<file path="src/rtl/pcie_polling_substate.sv">
// LTSSM Polling sub-state machine: Polling.Active (TS1) then Polling.Configuration (TS2).
// Each entry from Detect ends in exactly one registered exit pulse: success, compliance or timeout.
module pcie_polling_substate #(
  parameter int ACTIVE_TX_MIN  = 1024,
  parameter int RX_CONSEC      = 8,
  parameter int CFG_TX_MIN     = 16,
  parameter int ACTIVE_TMO_CYC = 24000,
  parameter int CFG_TMO_CYC    = 48000
) (
  input  logic       clk_i,
  input  logic       rst_ni,
  input  logic       start_i,
  input  logic       tx_os_done_i,
  input  logic       rx_os_valid_i,
  input  logic [1:0] rx_os_type_i,
  input  logic       rx_compliance_i,
  output logic       tx_os_req_o,
  output logic       tx_os_type_o,
  output logic [1:0] state_o,
  output logic       polling_done_o,
  output logic       to_compliance_o,
  output logic       to_detect_o
);

  localparam int TX_MAX  = (ACTIVE_TX_MIN > CFG_TX_MIN) ? ACTIVE_TX_MIN : CFG_TX_MIN;
  localparam int TMO_MAX = (ACTIVE_TMO_CYC > CFG_TMO_CYC) ? ACTIVE_TMO_CYC : CFG_TMO_CYC;
  localparam int TX_W    = $clog2(TX_MAX + 1);
  localparam int RX_W    = $clog2(RX_CONSEC + 1);
  localparam int TMR_W   = $clog2(TMO_MAX + 1);

  localparam logic [TX_W-1:0]  ACT_TX_LIM   = TX_W'(ACTIVE_TX_MIN);
  localparam logic [TX_W-1:0]  CFG_TX_LIM   = TX_W'(CFG_TX_MIN);
  localparam logic [RX_W-1:0]  RX_LIM       = RX_W'(RX_CONSEC);
  localparam logic [TMR_W-1:0] TMR_LIM      = TMR_W'(TMO_MAX);
  localparam logic [TMR_W-1:0] ACT_TMO_LAST = TMR_W'(ACTIVE_TMO_CYC - 1);
  localparam logic [TMR_W-1:0] CFG_TMO_LAST = TMR_W'(CFG_TMO_CYC - 1);

  typedef enum logic [1:0] {
    ST_IDLE   = 2'b00,
    ST_ACTIVE = 2'b01,
    ST_CONFIG = 2'b10
  } state_e;

  state_e           state_q, state_d;
  logic [TX_W-1:0]  tx_cnt_q, tx_cnt_upd_s;
  logic [RX_W-1:0]  ok_cnt_q, ok_cnt_upd_s;
  logic [RX_W-1:0]  cmp_cnt_q, cmp_cnt_upd_s;
  logic [TMR_W-1:0] timer_q, timer_upd_s;
  logic             ts2_seen_q, ts2_seen_upd_s;
  logic             tx_req_q, tx_req_d, tx_type_q, tx_type_d;
  logic             done_q, done_d, cmp_q, cmp_d, det_q, det_d;
  logic             rx_ts1_s, rx_ts2_s, succ_s, compl_s, tmo_s;

  assign rx_ts1_s = rx_os_valid_i && (rx_os_type_i == 2'b01);
  assign rx_ts2_s = rx_os_valid_i && (rx_os_type_i == 2'b10);

  // Per-state counter updates; this cycle's events already count toward the exit check.
  always_comb begin
    tx_cnt_upd_s   = tx_cnt_q;
    ok_cnt_upd_s   = ok_cnt_q;
    cmp_cnt_upd_s  = cmp_cnt_q;
    timer_upd_s    = timer_q;
    ts2_seen_upd_s = ts2_seen_q;
    case (state_q)
      ST_ACTIVE: begin
        if (tx_os_done_i && (tx_cnt_q != ACT_TX_LIM)) tx_cnt_upd_s = tx_cnt_q + TX_W'(1);
        else tx_cnt_upd_s = tx_cnt_q;
        if (!rx_os_valid_i) begin
          ok_cnt_upd_s  = ok_cnt_q;
          cmp_cnt_upd_s = cmp_cnt_q;
        end else begin
          if ((rx_ts1_s || rx_ts2_s) && !rx_compliance_i)
            ok_cnt_upd_s = (ok_cnt_q == RX_LIM) ? RX_LIM : ok_cnt_q + RX_W'(1);
          else ok_cnt_upd_s = {RX_W{1'b0}};
          if (rx_ts1_s && rx_compliance_i)
            cmp_cnt_upd_s = (cmp_cnt_q == RX_LIM) ? RX_LIM : cmp_cnt_q + RX_W'(1);
          else cmp_cnt_upd_s = {RX_W{1'b0}};
        end
        timer_upd_s = (timer_q == TMR_LIM) ? TMR_LIM : timer_q + TMR_W'(1);
      end
      ST_CONFIG: begin
        // A completion in the same cycle as the first TS2 already counts.
        ts2_seen_upd_s = ts2_seen_q || rx_ts2_s;
        if (tx_os_done_i && ts2_seen_upd_s && (tx_cnt_q != CFG_TX_LIM)) tx_cnt_upd_s = tx_cnt_q + TX_W'(1);
        else tx_cnt_upd_s = tx_cnt_q;
        if (!rx_os_valid_i) ok_cnt_upd_s = ok_cnt_q;
        else if (rx_ts2_s) ok_cnt_upd_s = (ok_cnt_q == RX_LIM) ? RX_LIM : ok_cnt_q + RX_W'(1);
        else ok_cnt_upd_s = {RX_W{1'b0}};
        timer_upd_s = (timer_q == TMR_LIM) ? TMR_LIM : timer_q + TMR_W'(1);
      end
      default: begin
        timer_upd_s = timer_q;
      end
    endcase
  end

  assign succ_s  = ((state_q == ST_ACTIVE) && (ok_cnt_upd_s == RX_LIM) && (tx_cnt_upd_s == ACT_TX_LIM)) ||
                   ((state_q == ST_CONFIG) && (ok_cnt_upd_s == RX_LIM) && (tx_cnt_upd_s >= CFG_TX_LIM));
  assign compl_s = (state_q == ST_ACTIVE) && (cmp_cnt_upd_s == RX_LIM);
  assign tmo_s   = ((state_q == ST_ACTIVE) && (timer_q == ACT_TMO_LAST)) ||
                   ((state_q == ST_CONFIG) && (timer_q == CFG_TMO_LAST));

  // Next-state selection with exit priority success > compliance > timeout.
  always_comb begin
    state_d = state_q;
    case (state_q)
      ST_IDLE: begin
        if (start_i) state_d = ST_ACTIVE;
        else state_d = ST_IDLE;
      end
      ST_ACTIVE: begin
        if (succ_s) state_d = ST_CONFIG;
        else if (compl_s || tmo_s) state_d = ST_IDLE;
        else state_d = ST_ACTIVE;
      end
      ST_CONFIG: begin
        if (succ_s || tmo_s) state_d = ST_IDLE;
        else state_d = ST_CONFIG;
      end
      default: state_d = ST_IDLE;
    endcase
  end

  // Output next values: levels follow the next state, pulses mark the exit taken.
  always_comb begin
    tx_req_d  = (state_d != ST_IDLE);
    tx_type_d = (state_d == ST_CONFIG);
    done_d    = (state_q == ST_CONFIG) && succ_s;
    cmp_d     = (state_q == ST_ACTIVE) && !succ_s && compl_s;
    det_d     = (state_q != ST_IDLE) && !succ_s && !compl_s && tmo_s;
  end

  // State and registered outputs.
  always_ff @(posedge clk_i or negedge rst_ni) begin
    if (!rst_ni) begin
      state_q   <= ST_IDLE;
      tx_req_q  <= 1'b0;
      tx_type_q <= 1'b0;
      done_q    <= 1'b0;
      cmp_q     <= 1'b0;
      det_q     <= 1'b0;
    end else begin
      state_q   <= state_d;
      tx_req_q  <= tx_req_d;
      tx_type_q <= tx_type_d;
      done_q    <= done_d;
      cmp_q     <= cmp_d;
      det_q     <= det_d;
    end
  end

  // Counters restart from zero on every state change (entry into ACTIVE, CONFIG or IDLE).
  always_ff @(posedge clk_i or negedge rst_ni) begin
    if (!rst_ni) begin
      tx_cnt_q   <= {TX_W{1'b0}};
      ok_cnt_q   <= {RX_W{1'b0}};
      cmp_cnt_q  <= {RX_W{1'b0}};
      timer_q    <= {TMR_W{1'b0}};
      ts2_seen_q <= 1'b0;
    end else if (state_d != state_q) begin
      tx_cnt_q   <= {TX_W{1'b0}};
      ok_cnt_q   <= {RX_W{1'b0}};
      cmp_cnt_q  <= {RX_W{1'b0}};
      timer_q    <= {TMR_W{1'b0}};
      ts2_seen_q <= 1'b0;
    end else begin
      tx_cnt_q   <= tx_cnt_upd_s;
      ok_cnt_q   <= ok_cnt_upd_s;
      cmp_cnt_q  <= cmp_cnt_upd_s;
      timer_q    <= timer_upd_s;
      ts2_seen_q <= ts2_seen_upd_s;
    end
  end

  assign state_o         = state_q;
  assign tx_os_req_o     = tx_req_q;
  assign tx_os_type_o    = tx_type_q;
  assign polling_done_o  = done_q;
  assign to_compliance_o = cmp_q;
  assign to_detect_o     = det_q;

endmodule

</file>
<file path="config.mk">
export PLATFORM = sky130hd
export DESIGN_NAME = pcie_polling_substate
export DESIGN_NICKNAME = d
export VERILOG_FILES = /design/src/rtl/pcie_polling_substate.sv
export SDC_FILE = /design/constraint.sdc
export NUM_CORES = 1
export LEC_CHECK = 0
export ABC_AREA = 1
export BUFFER_PORTS_ARGS = -buffer_cell sky130_fd_sc_hd__buf_2
export CORE_ASPECT_RATIO = 1.4
export CORE_MARGIN = 2
export CORE_UTILIZATION = 60
export DETAILED_ROUTE_END_ITERATION = 16
export PLACE_DENSITY = 0.78
export REMOVE_ABC_BUFFERS = 1
export SLEW_MARGIN = 20
export SYNTH_ARGS = -nofsm -noshare
export SYNTH_HDL_FRONTEND = slang
export SYNTH_SLANG_ARGS = --single-unit
</file>
<file path="constraint.sdc">
create_clock -name clk_i -period 5.48 [get_ports clk_i]
set_input_delay 0.274 -clock clk_i [delete_from_list [all_inputs] [get_ports clk_i]]
set_output_delay 0.274 -clock clk_i [all_outputs]
set_load 0.005 [all_outputs]
</file>
==> flow_summary_export.csv, run 1 <==
group,metric,value,unit
detailed_routing,vias,3178,
outcome,status,"finished clean",
clocking,cts_root_buffer,"clkbuf_8",
yosys,yosysMostFrequentCell,"nand2_1",
finish,drive_gt1_frac,0.141,
detailed_routing,antenna_left,0,
detailed_routing,viasPerCell,5.62,
detailed_routing,drtPass1Iterations,5,
die,die_y,91.8,um
finish,nets,517,
detailed_routing,wl_per_cell,14.3,um
die,dieArea,0.00612,sq mm
die,core-area,0.00541,sq mm
yosys,synth.avg_cell_area,6.81,sq um
finish,utilization,0.646,
clocking,cts-hold-fix-buffers,0,
die,rows,32,
power_and_ir_drop,power_leakage,1.75,nW
sta,clock_skew,6.31,ps
yosys,yosys_warnings,0,
yosys,ys_types,37,
placed_design,routabilityCongestion,0.920,
run,drv_cap,0,
finish,syn2layout_area_growth,5.80,%
finish,multiInputGateArea,0.00191,sq mm
yosys,yosys-top-cells-area,"dfrtp_1 (33%), nand2_1 (15%), nand3_1 (11%)",
clocking,post_cts_buffers,0,
sta,fin_crit,3860,ps
yosys,postSynthCellCount,485,
sta,setup_slack,1620,ps
sta,tightest_slew,957,ps
hold_path,hp-class,"in2async",
critical_path,cp_data_required_time,5690,ps
sta,fin_setup_tns,0,ps
yosys,syn_area,0.00330,sq mm
clocking,clk_pin_slew_worst_paths,80,ps
die,fp.dieW,66.7,um
yosys,ys_seq_elements,43,
clocking,h-tree-depth,2,
die,ios,15,
yosys,synth_top_area_cell,"dfrtp_1",
critical_path,startpoint_type,"flip-flop",
finish,register_area,0.00108,sq mm
global_route,grt_start_max_net_pins,44,
detailed_routing,wl,8.10,mm
critical_path,arrival,4070,ps
die,start_util,0.611,
power_and_ir_drop,peakVddDrop,0.225,mV
global_route,grt_pass1_vias,3046,
critical_path,crit_type,"reg2reg",
yosys,synth_top_area_frac,0.326,
sta,setup_viol,0,
clocking,cts_tree,"built",
global_route,antenna_found_initial,0,
global_route,grt-ovfl-total,0,
global_route,grtUsageTotal,0.296,
critical_path,critPathMaxFanout,36,
sta,rsz0062_at_grt,"false",
critical_path,critPathCaptureType,"flip-flop",
sta,min_period_over_period,0.704,
detailed_routing,drc,0,
clocking,clk_latency,300,ps
placed_design,io_buffers,14,
yosys,async_flop_share,1.00,
yosys,synthFlopType,"dfrtp_1",
yosys,synth_common_cells,"nand2_1 (131), nand3_1 (71), inv_1 (60)",
yosys,synth_edf_count,0,
finish,antenna_cells,0,
clocking,numCtsBuffers,5,
sta,hold_viol,0,
global_route,grt_pass1_wl,14.0,mm
clocking,cts.sinks,43,
sta,maxSlewViolCount,0,
finish,fill_cells,504,
sta,max_freq,0.259,GHz
yosys,seq_area_frac_synth,0.326,
clocking,clockBufferDepth,2,
sta,relSlewSlack,0.362,
placed_design,pre_cts_ws,1700,ps
power_and_ir_drop,powerDensity,455,mW/mm^2
placed_design,place_hpwl,5.88,mm
detailed_routing,drt_iter0_drc,378,
clocking,cts_resized,0,
==> path summary, 6_finish.rpt <==
check                                   startpoint                      end  slack [ps]  cells after the start
setup / recovery              state_o[0]$_DFF_PN0_   timer_q[5]$_DFFE_PN0P_        1620                     15
hold / removal                              rst_ni    tx_cnt_q[9]$_DFF_PN0_         120                      1
setup reg to reg              state_o[0]$_DFF_PN0_   timer_q[5]$_DFFE_PN0P_        1620                     15
hold reg to reg            timer_q[15]$_DFFE_PN0P_  timer_q[15]$_DFFE_PN0P_         610                      2
max in group asynchronous                   rst_ni    ok_cnt_q[0]$_DFF_PN0_        4760                      1
min in group clk_i                         start_i   tx_os_type_o$_DFF_PN0_         320                      4
==> kinds of logic (layout without fill, tap and decap cells) <==
logic type / Yosys count / after routing / share of synthesized area
AO/OA/AOI/OAI: 31 / 31 / 0.0580
XOR/XNOR: 10 / 10 / 0.0265
adder cells (fa/ha/maj): 12 / 12 / 0.0455
buffers and inverters: 74 / 86 / 0.0951
flip-flops: 43 / 43 / 0.326
AND/OR/NAND/NOR: 315 / 315 / 0.449
==> power by group <==
part / internal, mW / total, mW / switching, mW
Sequential: 0.398 / 0.505 / 0.107
Combinational: 0.263 / 0.841 / 0.578
Clock: 0.134 / 0.242 / 0.109
Total: 0.795 / 1.59 / 0.794
==> per-stage QoR <==
stage,total power [mW],hold WS (ps),cell area [sq um],instances
global placement,1.31,471,3390,558
global route,1.73,197,3490,565
CTS,1.58,163,3490,565
floorplan,1.12,-21.6,3230,475
detailed placement,1.34,488,3390,558
finish,1.59,117,3490,565
==> metal layers <==
metal,vias to the layer above,global-route usage,wire length (um)
met4,0,0.170,257
met2,96,0.496,4270
met5,-,0,0
met1,1478,0.336,3280
met3,24,0.0675,300
li1,1580,-,-
==> layout by cell type (no fill, tap or decap) <==
master     Yosys  routed
ha_1          12      12
buf_4          1       1
xor2_1         6       6
o21ai_0       14      14
a21oi_2        1       1
clkbuf_8       0       5
a2111oi_0      1       1
nor4_1         3       3
nand4_1       12      12
nor3_1         9       9
nor2_2        29      29
nor3_2         1       1
clkinv_1       1       1
o21a_1         1       1
buf_2          2      14
nor2_4         1       1
a21boi_0       1       1
inv_2          3       3
a22oi_1        2       2
nand3_1       71      71
or2_2          1       1
a21oi_4        1       1
inv_1         60      60
bufinv_16      0       1
nand2_4        1       1
o22ai_1        2       2
a21o_1         1       1
dfrtp_1       43      43
nand3_4        2       2
clkbuf_1       3       1
nor2_1        44      44
nand3b_1       1       1
xnor2_1        4       4
a21oi_1        6       6
nand3_2        3       3
nand2_2        6       6
o21bai_1       1       1
nand2_1      131     131
==> worst max-delay path, cell delays in order, from the launching register on <==
cell and delay [ps]:
dfrtp_1 440, inv_1 110, ha_1 290, buf_4 250, clkinv_1 530, a21boi_0 360, nand2_1 70, o21ai_0 170
nand4_1 200, nor2_1 130, nand4_1 140, nand3_1 140, nand4_1 90, nand2_1 120, nand3_4 450, nor2_1 240
==> area by class of cell <==
class	instances	share of cell area
sequential	43	0.308
clock inverter	1	0.00860
multi-input combinational	368	0.547
clock buffer	6	0.0208
tap	68	0.0244
timing repair buffer	15	0.0222
inverter	64	0.0688
==> state kept, by name, indices dropped and copies added, names as in the netlist <==
signal           cells
cmp_cnt_q            4
ok_cnt_q             4
polling_done_o       1
state_o              2
timer_q             16
to_compliance_o      1
to_detect_o          1
ts2_seen_q           1
tx_cnt_q            11
tx_os_req_o          1
tx_os_type_o         1
Power figures use the tool's default switching activity.
==> run 2: changes to the inputs <==
- CORE_UTILIZATION: 60 -> 56
- PLACE_DENSITY: 0.78 -> 0.77
- clock period: 5.48 -> 3.46 ns (I/O delays scaled with it)
==> run 2 against run 1 <==
Clock skew up 1.5 ps; global-route usage down 3.5 points; hold slack worse by 110 ps; die area up 6.8%; cell area up 1.6%; via count down 2.6%; critical endpoint is now timer_q[2]$_DFFE_PN0P_; largest power group unchanged.
==> flow_summary_export.csv, run 2 (synthesized netlist as in run 1, its figures left out) <==
group,metric,value,unit
critical_path,r2r_end,"timer_q[2]$_DFFE_PN0P_",
finish,syn2layout_area_growth,7.51,%
critical_path,rr_worst_depth,19,
finish,largestRegisters,"timer_q: 16 flops, tx_cnt_q: 11 flops",
global_route,grtUsageTotal,0.261,
clocking,post_cts_buffers,0,
critical_path,cp_data_required_time,3650,ps
sta,relSlewSlack,0.372,
die,rows,33,
critical_path,rrSetupSlack,360,ps
placed_design,pre_cts_ws,355,ps
global_route,grt_pass1_wl,12.9,mm
sta,maxSlewViolCount,0,
die,die_y,94.8,um
sta,fin_setup_tns,0,ps
finish,largest_reg_flops,16,
die,fp.dieW,68.9,um
power_and_ir_drop,powerDensity,708,mW/mm^2
die,core-area,0.00578,sq mm
run,drv_cap,0,
sta,clock_skew,7.81,ps
clocking,clockBufferDepth,2,
critical_path,crit_type,"reg2reg",
finish,antenna_cells,0,
detailed_routing,wl_per_cell,13.3,um
detailed_routing,drtPass1Iterations,6,
sta,setup_viol,0,
clocking,cts_root_buffer,"clkbuf_8",
finish,utilization,0.614,
placed_design,place_hpwl,5.82,mm
finish,fin_area,0.00355,sq mm
finish,final_cell_mix,"nand2_1 (131), nand3_1 (71), inv_1 (60), nor2_1 (44), dfrtp_1 (43)",
clocking,clk_pin_slew_worst_paths,80,ps
global_route,antenna_found_initial,0,
sta,hold_viol,0,
hold_path,hp-class,"in2async",
global_route,grt_start_max_net_pins,44,
die,ios,15,
clocking,cts_tree,"built",
detailed_routing,drt_iter0_drc,203,
placed_design,io_buffers,14,
sta,fin_crit,3100,ps
clocking,h-tree-depth,2,
detailed_routing,wl,7.62,mm
global_route,grt-ovfl-total,0,
clocking,cts.sinks,43,
finish,nets,522,
die,start_util,0.571,
detailed_routing,viasPerCell,5.40,
critical_path,arrival,3300,ps
sta,setup_slack,356,ps
clocking,clk_latency,310,ps
critical_path,critPathCaptureType,"flip-flop",
detailed_routing,vias,3094,
placed_design,routabilityCongestion,0.878,
finish,final_common_cell,"nand2_1",
detailed_routing,antenna_left,0,
global_route,grt_pass1_vias,2971,
critical_path,critPathMaxFanout,25,
placed_design,dpl_cell_area,0.00344,sq mm
sta,max_freq,0.322,GHz
die,dieArea,0.00653,sq mm
sta,tightest_slew,942,ps
power_and_ir_drop,power_leakage,1.78,nW
critical_path,reg2reg_from,"state_o[1]$_DFF_PN0_",
finish,regMostFlops,"timer_q",
finish,drive_gt1_frac,0.153,
outcome,status,"finished clean",
detailed_routing,drc,0,
critical_path,startpoint_type,"flip-flop",
clocking,cts-hold-fix-buffers,0,
sta,min_period_over_period,0.897,
clocking,numCtsBuffers,5,
power_and_ir_drop,peakVddDrop,0.600,mV
run 2: cell count changes in the layout (fill, tap and decap cells not counted):
cell / change
buf_4: +4
clkbuf_8: +2
buf_12: +1
bufinv_16: -1
nor4_1: -1
nor4_2: +1
run 2: through the flow:
stage               power, mW  hold WS, ps  instances
floorplan                1.77         -123        475
global placement         2.12          358        565
detailed placement       2.15          371        565
CTS                      2.51         47.3        573
global route             2.74          101        573
finish                   2.51         10.8        573
run 2: worst max path at each step:
stage	startpoint	to	slack, ps	depth (start not counted)
floorplan	state_o[0]$_DFF_PN0_	timer_q[0]$_DFFE_PN0P_	240	14
global placement	state_o[0]$_DFF_PN0_	tx_cnt_q[0]$_DFF_PN0_	420	16
detailed placement	state_o[1]$_DFF_PN0_	timer_q[2]$_DFFE_PN0P_	360	17
CTS	state_o[1]$_DFF_PN0_	timer_q[2]$_DFFE_PN0P_	330	17
global route	state_o[1]$_DFF_PN0_	timer_q[5]$_DFFE_PN0P_	-2	19
finish	state_o[1]$_DFF_PN0_	timer_q[2]$_DFFE_PN0P_	360	19
run 2: power by group:
part / switching, mW / leakage (nW) / internal, mW
Sequential: 0.160 / 0.559 / 0.630
Combinational: 0.905 / 1.17 / 0.466
Clock: 0.171 / 0.0515 / 0.182
run 2: what timing repair did:
action,in CTS,in global routing
gates resized for setup,0,1
setup endpoints to repair,0,25
endpoints found under the hold margin,0,0
run 2: cell type report:
class                           count  area (sq um)
Clock buffer                        8           100
Fill cell                         541          2230
Inverter                           64           240
Multi-Input combinational cell    368          1920
Sequential cell                    43          1080
Tap cell                           70          87.6
Timing Repair Buffer               20           128
run 2: routing by layer:
layer,GRT usage,vias to the layer above,routed length [um]
met5,0,-,0
met4,0.111,0,163
met3,0.0393,15,222
met2,0.456,63,3980
met1,0.310,1434,3250
li1,-,1582,-
run 2: critical path: stages, from the launching register on:
cell,delay (ps)
dfrtp_1,430
inv_1,110
ha_1,250
inv_1,270
nor2_1,70
nand2_1,70
nand2_1,110
nand2_1,80
nand2_1,40
o21ai_0,140
nand4_1,210
nor2_1,130
nand4_1,150
nand3_1,140
nand3_2,120
nand2_1,90
nand2_1,90
nand3_4,200
buf_12,230
nor2_1,60
==> run 3: changes to the inputs <==
- CORE_MARGIN: 2 -> 3
==> run 3 against run 2 <==
Cell area rose by 2.0%; non-clock buffer count up 8; combinational power rose by 8%; wire length decreased by 0.66%; die area up 5.1%; global-route usage decreased by 2.2 points; critical path type unchanged.
==> flow_summary_export.csv, run 3 (synthesized netlist as in run 1, its figures left out) <==
group,metric,value,unit
placed_design,place_hpwl,5.79,mm
finish,syn2layout_area_growth,9.67,%
global_route,grtUsageTotal,0.239,
clocking,clockBufferDepth,2,
sta,clock_skew,6.18,ps
sta,maxSlewViolCount,0,
power_and_ir_drop,swShare,0.470,
detailed_routing,vias,3179,
detailed_routing,viasPerCell,5.49,
clocking,h-tree-depth,2,
finish,largestRegisters,"timer_q: 16 flops, tx_cnt_q: 11 flops",
die,ios,15,
sta,max_freq,0.331,GHz
finish,antenna_cells,0,
die,rows,32,
finish,largest_reg_flops,16,
sta,tightest_slew,949,ps
finish,regMostFlops,"timer_q",
sta,setup_viol,0,
placed_design,routabilityCongestion,0.912,
critical_path,critPathMaxFanout,12,
detailed_routing,drt_iter0_drc,205,
finish,final_cell_mix,"nand2_1 (131), nand3_1 (71), inv_1 (60), nor2_1 (43), dfrtp_1 (43)",
sta,relSlewSlack,0.368,
power_and_ir_drop,power.internal,1.41,mW
die,fp.dieW,70.9,um
outcome,status,"finished clean",
die,start_util,0.589,
power_and_ir_drop,power_switching,1.25,mW
global_route,grt_start_max_net_pins,44,
critical_path,arrival,3210,ps
detailed_routing,wl_per_cell,13.1,um
sta,fin_setup_tns,0,ps
sta,rsz0062_at_grt,"false",
global_route,antenna_found_initial,0,
sta,setup_slack,442,ps
clocking,cts_root_buffer,"clkbuf_8",
clocking,cts_tree,"built",
power_and_ir_drop,powerDensity,737,mW/mm^2
run,drv_cap,0,
critical_path,cp_data_required_time,3650,ps
die,die_y,96.8,um
die,core-area,0.00561,sq mm
power_and_ir_drop,power_leakage,1.83,nW
power_and_ir_drop,power_frac_clock,0.153,
placed_design,pre_cts_ws,342,ps
global_route,grt-ovfl-total,0,
power_and_ir_drop,seq_power_share,0.293,
critical_path,critPathCaptureType,"flip-flop",
clocking,clk_pin_slew_worst_paths,80,ps
clocking,cts.sinks,43,
hold_path,hp-class,"in2async",
placed_design,io_buffers,14,
detailed_routing,drc,0,
power_and_ir_drop,peakVddDrop,0.544,mV
finish,final_common_cell,"nand2_1",
clocking,numCtsBuffers,5,
sta,fin_crit,3020,ps
detailed_routing,antenna_left,0,
finish,drive_gt1_frac,0.168,
critical_path,startpoint_type,"flip-flop",
power_and_ir_drop,share_comb_of_total_power,0.554,
detailed_routing,drtPass1Iterations,5,
global_route,grt_pass1_vias,3049,
sta,hold_viol,0,
critical_path,crit_type,"reg2reg",
finish,nets,530,
detailed_routing,wl,7.57,mm
sta,min_period_over_period,0.872,
global_route,grt_pass1_wl,13.6,mm
clocking,clk_latency,300,ps
die,dieArea,0.00686,sq mm
==> run 3: changes by cell type in the layout (fill, tap and decap cells not counted), sizes merged <==
cell / before / now
buf: 20 / 28
clkbuf: 8 / 6
bufinv: 0 / 1
clkinv: 1 / 2
==> run 3: final timing paths <==
check / start / endpoint / slack, ps / cells after the start
setup reg to reg: state_o[1]$_DFF_PN0_ / timer_q[5]$_DFFE_PN0P_ / 440 / 17
setup / recovery: state_o[1]$_DFF_PN0_ / timer_q[5]$_DFFE_PN0P_ / 440 / 17
hold reg to reg: timer_q[15]$_DFFE_PN0P_ / timer_q[15]$_DFFE_PN0P_ / 600 / 2
max in group asynchronous: rst_ni / timer_q[12]$_DFFE_PN0P_ / 2850 / 1
hold / removal: rst_ni / ts2_seen_q$_DFFE_PN0P_ / 9 / 1
min in group clk_i: start_i / tx_os_type_o$_DFF_PN0_ / 200 / 4
==> run 3: cell type report <==
class,instances,area (sq um)
Timing Repair Buffer,28,188
Fill cell,507,1990
Clock inverter,2,35.0
Inverter,64,240
Sequential cell,43,1080
Tap cell,68,85.1
Multi-Input combinational cell,368,1910
Clock buffer,6,82.6
==> run 3: critical path: stages (launching register included) <==
cell and delay (ps):
dfrtp_1 430, inv_1 100, ha_1 240, buf_4 210, o21bai_1 170, a21boi_0 190, nand2_1 70, o21ai_1 160
nand4_1 200, nor2_1 130, nand4_1 170, nand3_1 110, nand2_1 90, nand2_1 130, nand2_2 90, nand3_4 160
buf_4 210, nor2_1 50
==> run 3: power by group through the flow <==
stage / Clock, mW / Combinational (mW) / Sequential [mW]
2_1_floorplan: 0 / 1.02 / 0.758
3_3_place_gp: 0 / 1.35 / 0.785
3_5_place_dp: 0 / 1.38 / 0.788
4_1_cts: 0.424 / 1.38 / 0.778
5_1_grt: 0.440 / 1.69 / 0.808
6_report: 0.408 / 1.48 / 0.783
==> run 3: routing by layer <==
| metal | vias up | GRT usage | wire (um) |
|---|---|---|---|
| met3 | 25 | 0.0343 | 290 |
| met1 | 1471 | 0.291 | 3050 |
| met4 | 0 | 0.0941 | 266 |
| met5 | - | 0 | 0 |
| li1 | 1609 | - | - |
| met2 | 74 | 0.418 | 3970 |
==> run 3: through the flow <==
stage / hold slack [ps] / utilization / instance area [sq um] / total power, mW / std cells
floorplan: -123 / - / 3230 / 1.77 / 475
global placement: 366 / 0.615 / 3450 / 2.14 / 564
detailed placement: 387 / 0.615 / 3450 / 2.17 / 564
CTS: 55.7 / 0.636 / 3560 / 2.59 / 572
global route: 81.5 / 0.646 / 3620 / 2.94 / 579
finish: 8.68 / 0.646 / 3620 / 2.67 / 579
==> run 3: what timing repair did <==
action / 4_1_cts / 5_1_grt
resized for setup: 0 / 2
buffers inserted: 0 / 7
hold buffers: 0 / 0
setup endpoints to repair: 0 / 25
